<file path="config.mk">
export PLATFORM = sky130hd
export DESIGN_NAME = bulk_ep_arbiter
export DESIGN_NICKNAME = d
export VERILOG_FILES = /design/src/rtl/bulk_ep_arbiter.sv
export SDC_FILE = /design/constraint.sdc
export NUM_CORES = 1
export LEC_CHECK = 0
export BUFFER_PORTS_ARGS = -buffer_cell sky130_fd_sc_hd__buf_4
export CAP_MARGIN = 20
export CORE_MARGIN = 5
export CORE_UTILIZATION = 43
export DETAILED_ROUTE_END_ITERATION = 10
export HOLD_SLACK_MARGIN = 0.08
export MAX_ROUTING_LAYER = met4
export PLACE_DENSITY = 0.76
export SLEW_MARGIN = 10
export SYNTH_ARGS = -nofsm -noshare
export SYNTH_HDL_FRONTEND = slang
export SYNTH_SLANG_ARGS = --single-unit
</file>
<file path="constraint.sdc">
create_clock -name clock -period 1.5 [get_ports clock]
set_clock_uncertainty 0.2 [all_clocks]
set_input_delay 0.075 -clock clock [delete_from_list [all_inputs] [get_ports clock]]
set_output_delay 0.075 -clock clock [all_outputs]
set_load 0.01 [all_outputs]
</file>
<file path="src/rtl/bulk_ep_arbiter.sv">
// bulk_ep_arbiter
//   Arbitrates CHANNELS bulk-IN AXI-Stream sources onto one byte stream for
//   the USB bridge. The bridge asks for a bulk transaction on an endpoint.
//   Channel k serves endpoint EP_BASE+k. The selected source is connected to
//   the output until a last beat, a MAX_PACKET boundary, or loss of the
//   bulk cycle ends the transaction.
//
// Ports
//   clock            rising-edge clock
//   areset_n         asynchronous active-low reset, released synchronously
//   configured_i     device enumerated and configured
//   level_i          per-channel FIFO levels, channel k at [k*LBITS +: LBITS]
//   blk_in_ready_o   per-channel IN data available (registered)
//   blk_out_ready_o  per-channel OUT space available (registered)
//   blk_start_i      bulk transaction start pulse
//   blk_cycle_i      bulk transaction active level
//   blk_endpt_i      target endpoint of the transaction
//   s_tvalid_i, s_tlast_i, s_tdata_i, s_tready_o   per-channel sources
//   m_tvalid_o, m_tlast_o, m_tdata_o, m_tready_i   muxed stream to the bridge
module bulk_ep_arbiter #(
  parameter int         CHANNELS   = 2,
  parameter logic [3:0] EP_BASE    = 4'd1,
  parameter int         LBITS      = 11,
  parameter int         IN_THRESH  = 4,
  parameter int         OUT_LIMIT  = 1024,
  parameter int         MAX_PACKET = 512
) (
  input  logic                    clock,
  input  logic                    areset_n,
  input  logic                    configured_i,
  input  logic [CHANNELS*LBITS-1:0] level_i,
  output logic [CHANNELS-1:0]     blk_in_ready_o,
  output logic [CHANNELS-1:0]     blk_out_ready_o,
  input  logic                    blk_start_i,
  input  logic                    blk_cycle_i,
  input  logic [3:0]              blk_endpt_i,
  input  logic [CHANNELS-1:0]     s_tvalid_i,
  input  logic [CHANNELS-1:0]     s_tlast_i,
  input  logic [CHANNELS*8-1:0]   s_tdata_i,
  output logic [CHANNELS-1:0]     s_tready_o,
  output logic                    m_tvalid_o,
  output logic                    m_tlast_o,
  output logic [7:0]              m_tdata_o,
  input  logic                    m_tready_i
);

  localparam int DATA_W = 8;
  localparam int SW     = (CHANNELS > 1) ? $clog2(CHANNELS) : 1;
  localparam int CW     = $clog2(MAX_PACKET + 1);
  localparam logic [CW-1:0] LAST_CNT = CW'(MAX_PACKET - 1);

  typedef enum logic [1:0] {IDLE, XFER, DONE} state_t;

  state_t                state;
  logic [SW-1:0]         sel;
  logic [CW-1:0]         count;
  logic                  rst_n_p1;
  logic [CHANNELS-1:0]   in_rdy_p1;
  logic [CHANNELS-1:0]   out_rdy_p1;
  logic [CHANNELS-1:0]   xfer_mask;
  logic                  start_ok;
  logic [SW-1:0]         start_chan;
  logic                  beat;

  function automatic logic lvl_above(input logic [LBITS-1:0] lvl);
    return int'(lvl) > IN_THRESH;
  endfunction

  function automatic logic lvl_below(input logic [LBITS-1:0] lvl);
    return int'(lvl) < OUT_LIMIT;
  endfunction

  function automatic logic ep_hit(input logic [3:0] ep);
    int off;
    off = int'(ep) - int'(EP_BASE);
    return (off >= 0) && (off < CHANNELS);
  endfunction

  function automatic logic [SW-1:0] ep_chan(input logic [3:0] ep);
    return SW'(int'(ep) - int'(EP_BASE));
  endfunction

  // ---- reset release stage: assert asynchronously, release on a clean edge
  always_ff @(posedge clock or negedge areset_n) begin
    if (!areset_n) rst_n_p1 <= 1'b0;
    else           rst_n_p1 <= 1'b1;
  end

  // ---- stage p1: registered readiness flags
  always_ff @(posedge clock or negedge rst_n_p1) begin
    if (!rst_n_p1) begin
      in_rdy_p1  <= '0;
      out_rdy_p1 <= '0;
    end else begin
      for (int k = 0; k < CHANNELS; k++) begin
        in_rdy_p1[k]  <= configured_i && lvl_above(level_i[k*LBITS +: LBITS]);
        out_rdy_p1[k] <= configured_i && lvl_below(level_i[k*LBITS +: LBITS]);
      end
    end
  end

  assign blk_in_ready_o  = in_rdy_p1 & ~xfer_mask;
  assign blk_out_ready_o = out_rdy_p1;

  assign start_chan = ep_chan(blk_endpt_i);

  always_comb begin
    start_ok = 1'b0;
    if (blk_start_i && ep_hit(blk_endpt_i)) begin
      for (int k = 0; k < CHANNELS; k++) begin
        if (start_chan == SW'(k)) start_ok = blk_in_ready_o[k];
      end
    end
  end

  // ---- transaction FSM: channel latch and byte counter
  always_ff @(posedge clock or negedge rst_n_p1) begin
    if (!rst_n_p1) begin
      state <= IDLE;
      sel   <= '0;
      count <= '0;
    end else begin
      case (state)
        IDLE: begin
          if (start_ok) begin
            state <= XFER;
            sel   <= start_chan;
            count <= '0;
          end
        end
        XFER: begin
          if (beat) begin
            count <= count + CW'(1);
            if (m_tlast_o) state <= DONE;
          end else if (!blk_cycle_i) begin
            state <= IDLE;
            count <= '0;
          end
        end
        DONE:    state <= IDLE;
        default: state <= IDLE;
      endcase
    end
  end

  // ---- combinational stream mux
  always_comb begin
    m_tvalid_o = 1'b0;
    m_tlast_o  = 1'b0;
    m_tdata_o  = '0;
    s_tready_o = '0;
    xfer_mask  = '0;
    if (state == XFER) begin
      for (int k = 0; k < CHANNELS; k++) begin
        if (sel == SW'(k)) begin
          xfer_mask[k]  = 1'b1;
          m_tvalid_o    = s_tvalid_i[k] && blk_cycle_i;
          m_tdata_o     = s_tdata_i[k*DATA_W +: DATA_W];
          s_tready_o[k] = m_tready_i && blk_cycle_i;
          m_tlast_o     = s_tlast_i[k] || (count == LAST_CNT);
        end
      end
    end
  end

  assign beat = m_tvalid_o && m_tready_i;

endmodule

</file>
==> results.txt, run 1 <==
- Error msg: [ERROR DPL-0038] Utilization greater than 100%, impossible to legalize
- Crit. endpoint post-GRT repair: m_tlast_o
- Detailed placement finished with a half-perimeter wire length of 3.03 mm.
* Count of input and output buffers: 67
- Entering global routing, the biggest net connects 13 pins.
- Deepest clock path buffer count: 2
* Synth warnings: 0
- Placement-stage worst setup slack: -365 ps
- The synthesized design spends more area on one cell type than any other, namely sky130_fd_sc_hd__dfrtp_1.
* Instance count of the mapped netlist: 130
- Site row count: 18
* Part of the Yosys area used for sequential elements: 0.388
- The die is approximately 62 um tall.
- The share of synthesized area in the top cell type comes to 0.388.
- Routability-driven placement finished with a final weighted congestion of 0.782.
- In this run the mean area of a mapped cell was 8.93 um^2.
- CTS H-Tree Depth: 1
* Count of clock tree sinks: 18
- Once placement finished, the instance area stood at 1830 um^2.
* Floorplan die width: ~62 um
* Initial cell density of the core: 0.460
* Cell area after synthesis: 1160 um^2
- It got as far as global routing (5_1_grt) and failed there.
* Clock tree root driver cell: sky130_fd_sc_hd__clkbuf_4
* Mapped Nets: 184
* Top post-synthesis cells by area: sky130_fd_sc_hd__dfrtp_1, sky130_fd_sc_hd__mux2i_1, sky130_fd_sc_hd__nor2_1, sky130_fd_sc_hd__inv_1, sky130_fd_sc_hd__nand3_1
* I/O pin count: 68
- Synthesized flop and latch total: 18
- Synthesis instantiated 37 different standard cells from the library.
- After the last repair the worst path ends at a top-level output.
* Total CTS buffers: 3
- Result of the run: aborted with a tool error
## through the flow
stage	hold WS, ps	utilization	std cells
2_1_floorplan	-421	-	130
3_3_place_gp	-349	0.725	240
3_5_place_dp	-349	0.725	240
4_1_cts	48.0	0.904	278
## Yosys cell counts
cell                       count
sky130_fd_sc_hd__dfrtp_1      18
sky130_fd_sc_hd__nor2_1       18
sky130_fd_sc_hd__inv_1        12
sky130_fd_sc_hd__mux2i_1      10
sky130_fd_sc_hd__nand3_1       8
sky130_fd_sc_hd__nand2_1       6
sky130_fd_sc_hd__o21ai_0       6
sky130_fd_sc_hd__nor4_1        4
sky130_fd_sc_hd__o211ai_1      4
sky130_fd_sc_hd__or3_1         4
sky130_fd_sc_hd__nand2b_1      3
sky130_fd_sc_hd__a21boi_0      2
sky130_fd_sc_hd__a21oi_1       2
sky130_fd_sc_hd__a31oi_1       2
sky130_fd_sc_hd__and3_1        2
sky130_fd_sc_hd__and4_1        2
sky130_fd_sc_hd__buf_2         2
sky130_fd_sc_hd__ha_1          2
sky130_fd_sc_hd__mux2_2        2
sky130_fd_sc_hd__nor2b_1       2
sky130_fd_sc_hd__o22ai_1       2
sky130_fd_sc_hd__xnor2_1       2
sky130_fd_sc_hd__a21boi_1      1
sky130_fd_sc_hd__a41oi_1       1
sky130_fd_sc_hd__buf_1         1
sky130_fd_sc_hd__buf_4         1
sky130_fd_sc_hd__conb_1        1
sky130_fd_sc_hd__mux2_1        1
sky130_fd_sc_hd__nand4_1       1
sky130_fd_sc_hd__nand4b_1      1
sky130_fd_sc_hd__nor4bb_1      1
sky130_fd_sc_hd__o21a_1        1
sky130_fd_sc_hd__o221ai_2      1
sky130_fd_sc_hd__o22ai_4       1
sky130_fd_sc_hd__o311a_2       1
sky130_fd_sc_hd__o31ai_1       1
sky130_fd_sc_hd__or4b_1        1
## cell families after synthesis
| logic type | share of synthesized area |
|---|---|
| flops | 0.388 |
| other cells | 0.00323 |
| xor+xnor | 0.0151 |
| fa+ha+maj | 0.0215 |
| mux | 0.115 |
| compound gates | 0.162 |
| buf+inv | 0.0571 |
| simple gates | 0.238 |
## timing repair
action / 4_1_cts
setup endpoints to repair: 26
hold buffers: 29
hold endpoints to repair: 14
gates resized for setup: 21
pin swaps: 6
setup buffers: 4
gates cloned: 1
==> run 2: changes to the inputs <==
--- a/config.mk
+++ b/config.mk
@@ -8,11 +8,9 @@
 export BUFFER_PORTS_ARGS = -buffer_cell sky130_fd_sc_hd__buf_4
 export CAP_MARGIN = 20
 export CORE_MARGIN = 5
-export CORE_UTILIZATION = 43
+export CORE_UTILIZATION = 30
 export DETAILED_ROUTE_END_ITERATION = 10
-export HOLD_SLACK_MARGIN = 0.08
-export MAX_ROUTING_LAYER = met4
-export PLACE_DENSITY = 0.76
+export PLACE_DENSITY_LB_ADDON = 0.15
 export SLEW_MARGIN = 10
 export SYNTH_ARGS = -nofsm -noshare
 export SYNTH_HDL_FRONTEND = slang
==> run 2 against run 1 <==
The flow now finishes, with violations (setup timing). Synthesized area is the same. Synthesized cell count is the same.
==> results.txt, run 2 <==
- Entering global routing, the biggest net connects 11 pins.
- The worst setup path is of the reg -> out kind.
- Commonest non-fill, non-tap cell in the layout: sky130_fd_sc_hd__buf_4
* Part of the total power dissipated in the clock network: 0.223
* Grt ovf: 0
- The first TritonRoute pass finished after 4 iterations.
* Comb power frac: 0.427
* Critical register-to-register path startpoint: state[1]
- Number of global-route vias before repair: 1502
* Cell area after synthesis: 1160 um^2 (unchanged)
- The distinct cell type count after synthesis is 37 (unchanged).
* Top post-synthesis cells by area: sky130_fd_sc_hd__dfrtp_1, sky130_fd_sc_hd__mux2i_1, sky130_fd_sc_hd__nor2_1, sky130_fd_sc_hd__inv_1, sky130_fd_sc_hd__nand3_1
- The number of placed I/O pins was 68 (unchanged).
- Remaining antenna violation count after routing: 0
- Core area: approximately 3700 um^2
- Largest register by flop count: count
- STA classifies the critical path endpoint as an output pin.
- Number of vias after detailed routing: about 1500
- Count of clock tree sinks: 18 (unchanged)
- Maximum vdd drop: between 0.0004 and 0.0005 V
* Layout area overhead: 109%
- Wirelength per Cell: 13.9 um
- 0 antenna diodes ended up in the layout.
- STA classifies the critical path startpoint as a flip-flop.
- The starting density of the core is 0.312 (-0.148).
- Final Total Pwr: 1.74 mW
- Die outline area: 5210 um^2
- The y dimension of the die is 72.2 um (+17%).
- Worst setup startpoint: sel
- Timing-limited maximum frequency: around 600 MHz
- The first routing iteration left 43 violations.
* Primary flip-flop cell chosen by synthesis mapping: sky130_fd_sc_hd__dfrtp_1
- Gpl congestion: 0.781 (-0.13%)
* Post-DP Area: 1870 um^2 (+2.5%)
- The number of placement rows is 22 (+4).
* Cells on Worst Hold Path: 4
- The proportion of synthesized flip-flops having asynchronous set or reset came to 1.00 (unchanged).
- The worst path in the final design needs a cycle of 1680 ps, including I/O delays and setup.
- The synthesized design spends more area on one cell type than any other, namely sky130_fd_sc_hd__dfrtp_1.
- Count of placed standard cells including taps: 261 (+8.8%)
* Part of the Yosys area used for sequential elements: 0.388 (unchanged)
- In the final layout, the share of cells above drive strength 1 is 0.494.
- Total global-route track usage: 0.158
* Leak: 1.13 nW
- TritonCTS built the clock tree.
- FF-to-FF path depth: 4
* Clock tree root driver cell: sky130_fd_sc_hd__clkbuf_8
- After layout, the worst setup slack is -181 ps.
- HPWL after DPL: 2.97 mm (-1.9%)
* Number of setup violations in the final report: 26
* Top cells by instance count after synthesis: sky130_fd_sc_hd__dfrtp_1, sky130_fd_sc_hd__nor2_1, sky130_fd_sc_hd__inv_1, sky130_fd_sc_hd__mux2i_1, sky130_fd_sc_hd__nand3_1
- Deepest clock path buffer count: 2 (unchanged)
* Worst hold-check path type: in -> reg
- The number of enable flip-flop cells after synthesis came to 0 (unchanged).
- For the worst setup path, the data arrival time is roughly 1400 ps.
* Failing checks: setup timing
* Placement-stage worst setup slack: -248 ps (+117 ps)
- Startpoint of the lowest-slack hold path: m_tready_i
- Power density cells: 715 nW/um^2
- Result of the run: finished with violations
- After clock tree synthesis, the clock-pin slew on the worst setup and hold paths is 70 ps.
- Final standard cell area without fillers: roughly 2400 um^2
- Count of input and output buffers: 67 (unchanged)
- Sequential fraction of design power: 0.350
- Mapped Nets: 184 (unchanged)
- Design internal power: 1.23 mW
* Instance count of the mapped netlist: 130 (unchanged)
* Number of violations of the max-capacitance limit: 0
- Post-Route Hold Slack: 125 ps
- Summed over all nets, the switching power comes to 502 uW.
- The number of H-tree levels was 1 (unchanged).
* First-pass GRT wire length: 6.69 mm
- After the last flow step, the layout net total stands at 312.
- Initial antenna violation count: 0
* Total CTS buffers: 3 (unchanged)
* Syn avg cell area: 8.93 um^2 (unchanged)
- Fraction of synthesized cell area taken by the top area cell type: 0.388 (unchanged)
- The final number of hold-violating endpoints came to 0.
* Flip-flop count of the largest register after layout: 10
- Dividing the final minimum period by the clock period gives 1.12.
* Count of final max-slew check failures: 0
- The chip width came to 72.2 um (+17%).
- Synthesized flop and latch total: 18 (unchanged)
- After detailed routing, the number of vias per cell comes to 4.77.
* Later-pin clock latency in the skew report: 250 ps
* Switching part of the total power: 0.289
- After detailed routing, the number of remaining DRC violations is 0.
- Setup repair after global routing could not meet its margin everywhere.
- Commonest cells after routing, fill and taps aside: sky130_fd_sc_hd__buf_4, sky130_fd_sc_hd__dlygate4sd3_1, sky130_fd_sc_hd__dfrtp_1
* Final Instance Count excl. Fillers: 305
* Synth warnings: 0 (unchanged)
- Critical Path Fanout Max: 4
* Final wirelength: around 4.2 mm
- CP required: roughly 1200 ps
[run 2: cell counts after synthesis]
No cell type changed its count.
[run 2: repair_timing]
item                       CTS  global route
resized for setup           12            22
hold buffers                31             0
hold endpoints to repair    14             0
pin swaps                    5             4
setup buffers                6             2
setup endpoints to repair   27            26
cloned                       0             1
[run 2: worst paths after layout]
| check | slack, ps | to |
|---|---|---|
| hold / removal | 120 | count[4] |
| max in group asynchronous | 330 | state[1] |
| hold reg to reg | 370 | count[9] |
| setup / recovery | -180 | m_tlast_o |
| min in group asynchronous | 450 | rst_n_p1 |
| setup reg to reg | -170 | count[6] |
[run 2: worst max-delay path, cell delays in order, from the launching register on]
cell                      delay (ps)
sky130_fd_sc_hd__dfrtp_2         440
sky130_fd_sc_hd__mux2_4          310
sky130_fd_sc_hd__a41oi_2         180
sky130_fd_sc_hd__nor2_1           70
sky130_fd_sc_hd__buf_4           140
[run 2: area by class of cell]
class	count	area, um^2
Inverter	12	45.0
Tap cell	48	60.1
Clock buffer	4	55.1
Sequential cell	18	453
Timing Repair Buffer	126	1040
Multi-Input combinational cell	97	773
Fill cell	289	1290
[run 2: per-layer routing]
layer / track usage / vias to the layer above / share of wire
met5: 0 / - / 0
met1: 0.177 / 667 / 0.39
li1: - / 721 / -
met3: 0.0540 / 2 / 0.10
met4: 0.0251 / 0 / 0.0021
met2: 0.293 / 64 / 0.51
[run 2: power by group through the flow]
stage | clock (mW) | sequential (mW) | combinational (mW)
after floorplan | 0 | 0.601 | 0.289
after global placement | 0 | 0.613 | 0.500
after detailed placement | 0 | 0.618 | 0.520
after CTS | 0.396 | 0.605 | 0.651
after global routing | 0.424 | 0.616 | 0.804
final | 0.387 | 0.607 | 0.742
[run 2: kinds of logic after synthesis]
kind of cell               share of synthesized area
and+or+nand+nor                                0.238
AOI/OAI and AO/OA                              0.162
DFF                                            0.388
buffers and inverters                         0.0571
muxes                                          0.115
adders and majority gates                     0.0215
xor gates and xnor gates                      0.0151
other                                        0.00323
[run 2: per-stage QoR]
step	setup TNS (ps)	utilization
after floorplan	-276	-
after global placement	-1910	0.504
after detailed placement	-2760	0.504
after CTS	-2690	0.625
after global routing	-4840	0.654
final	-2810	0.654
(Power assumes the default switching activity.)
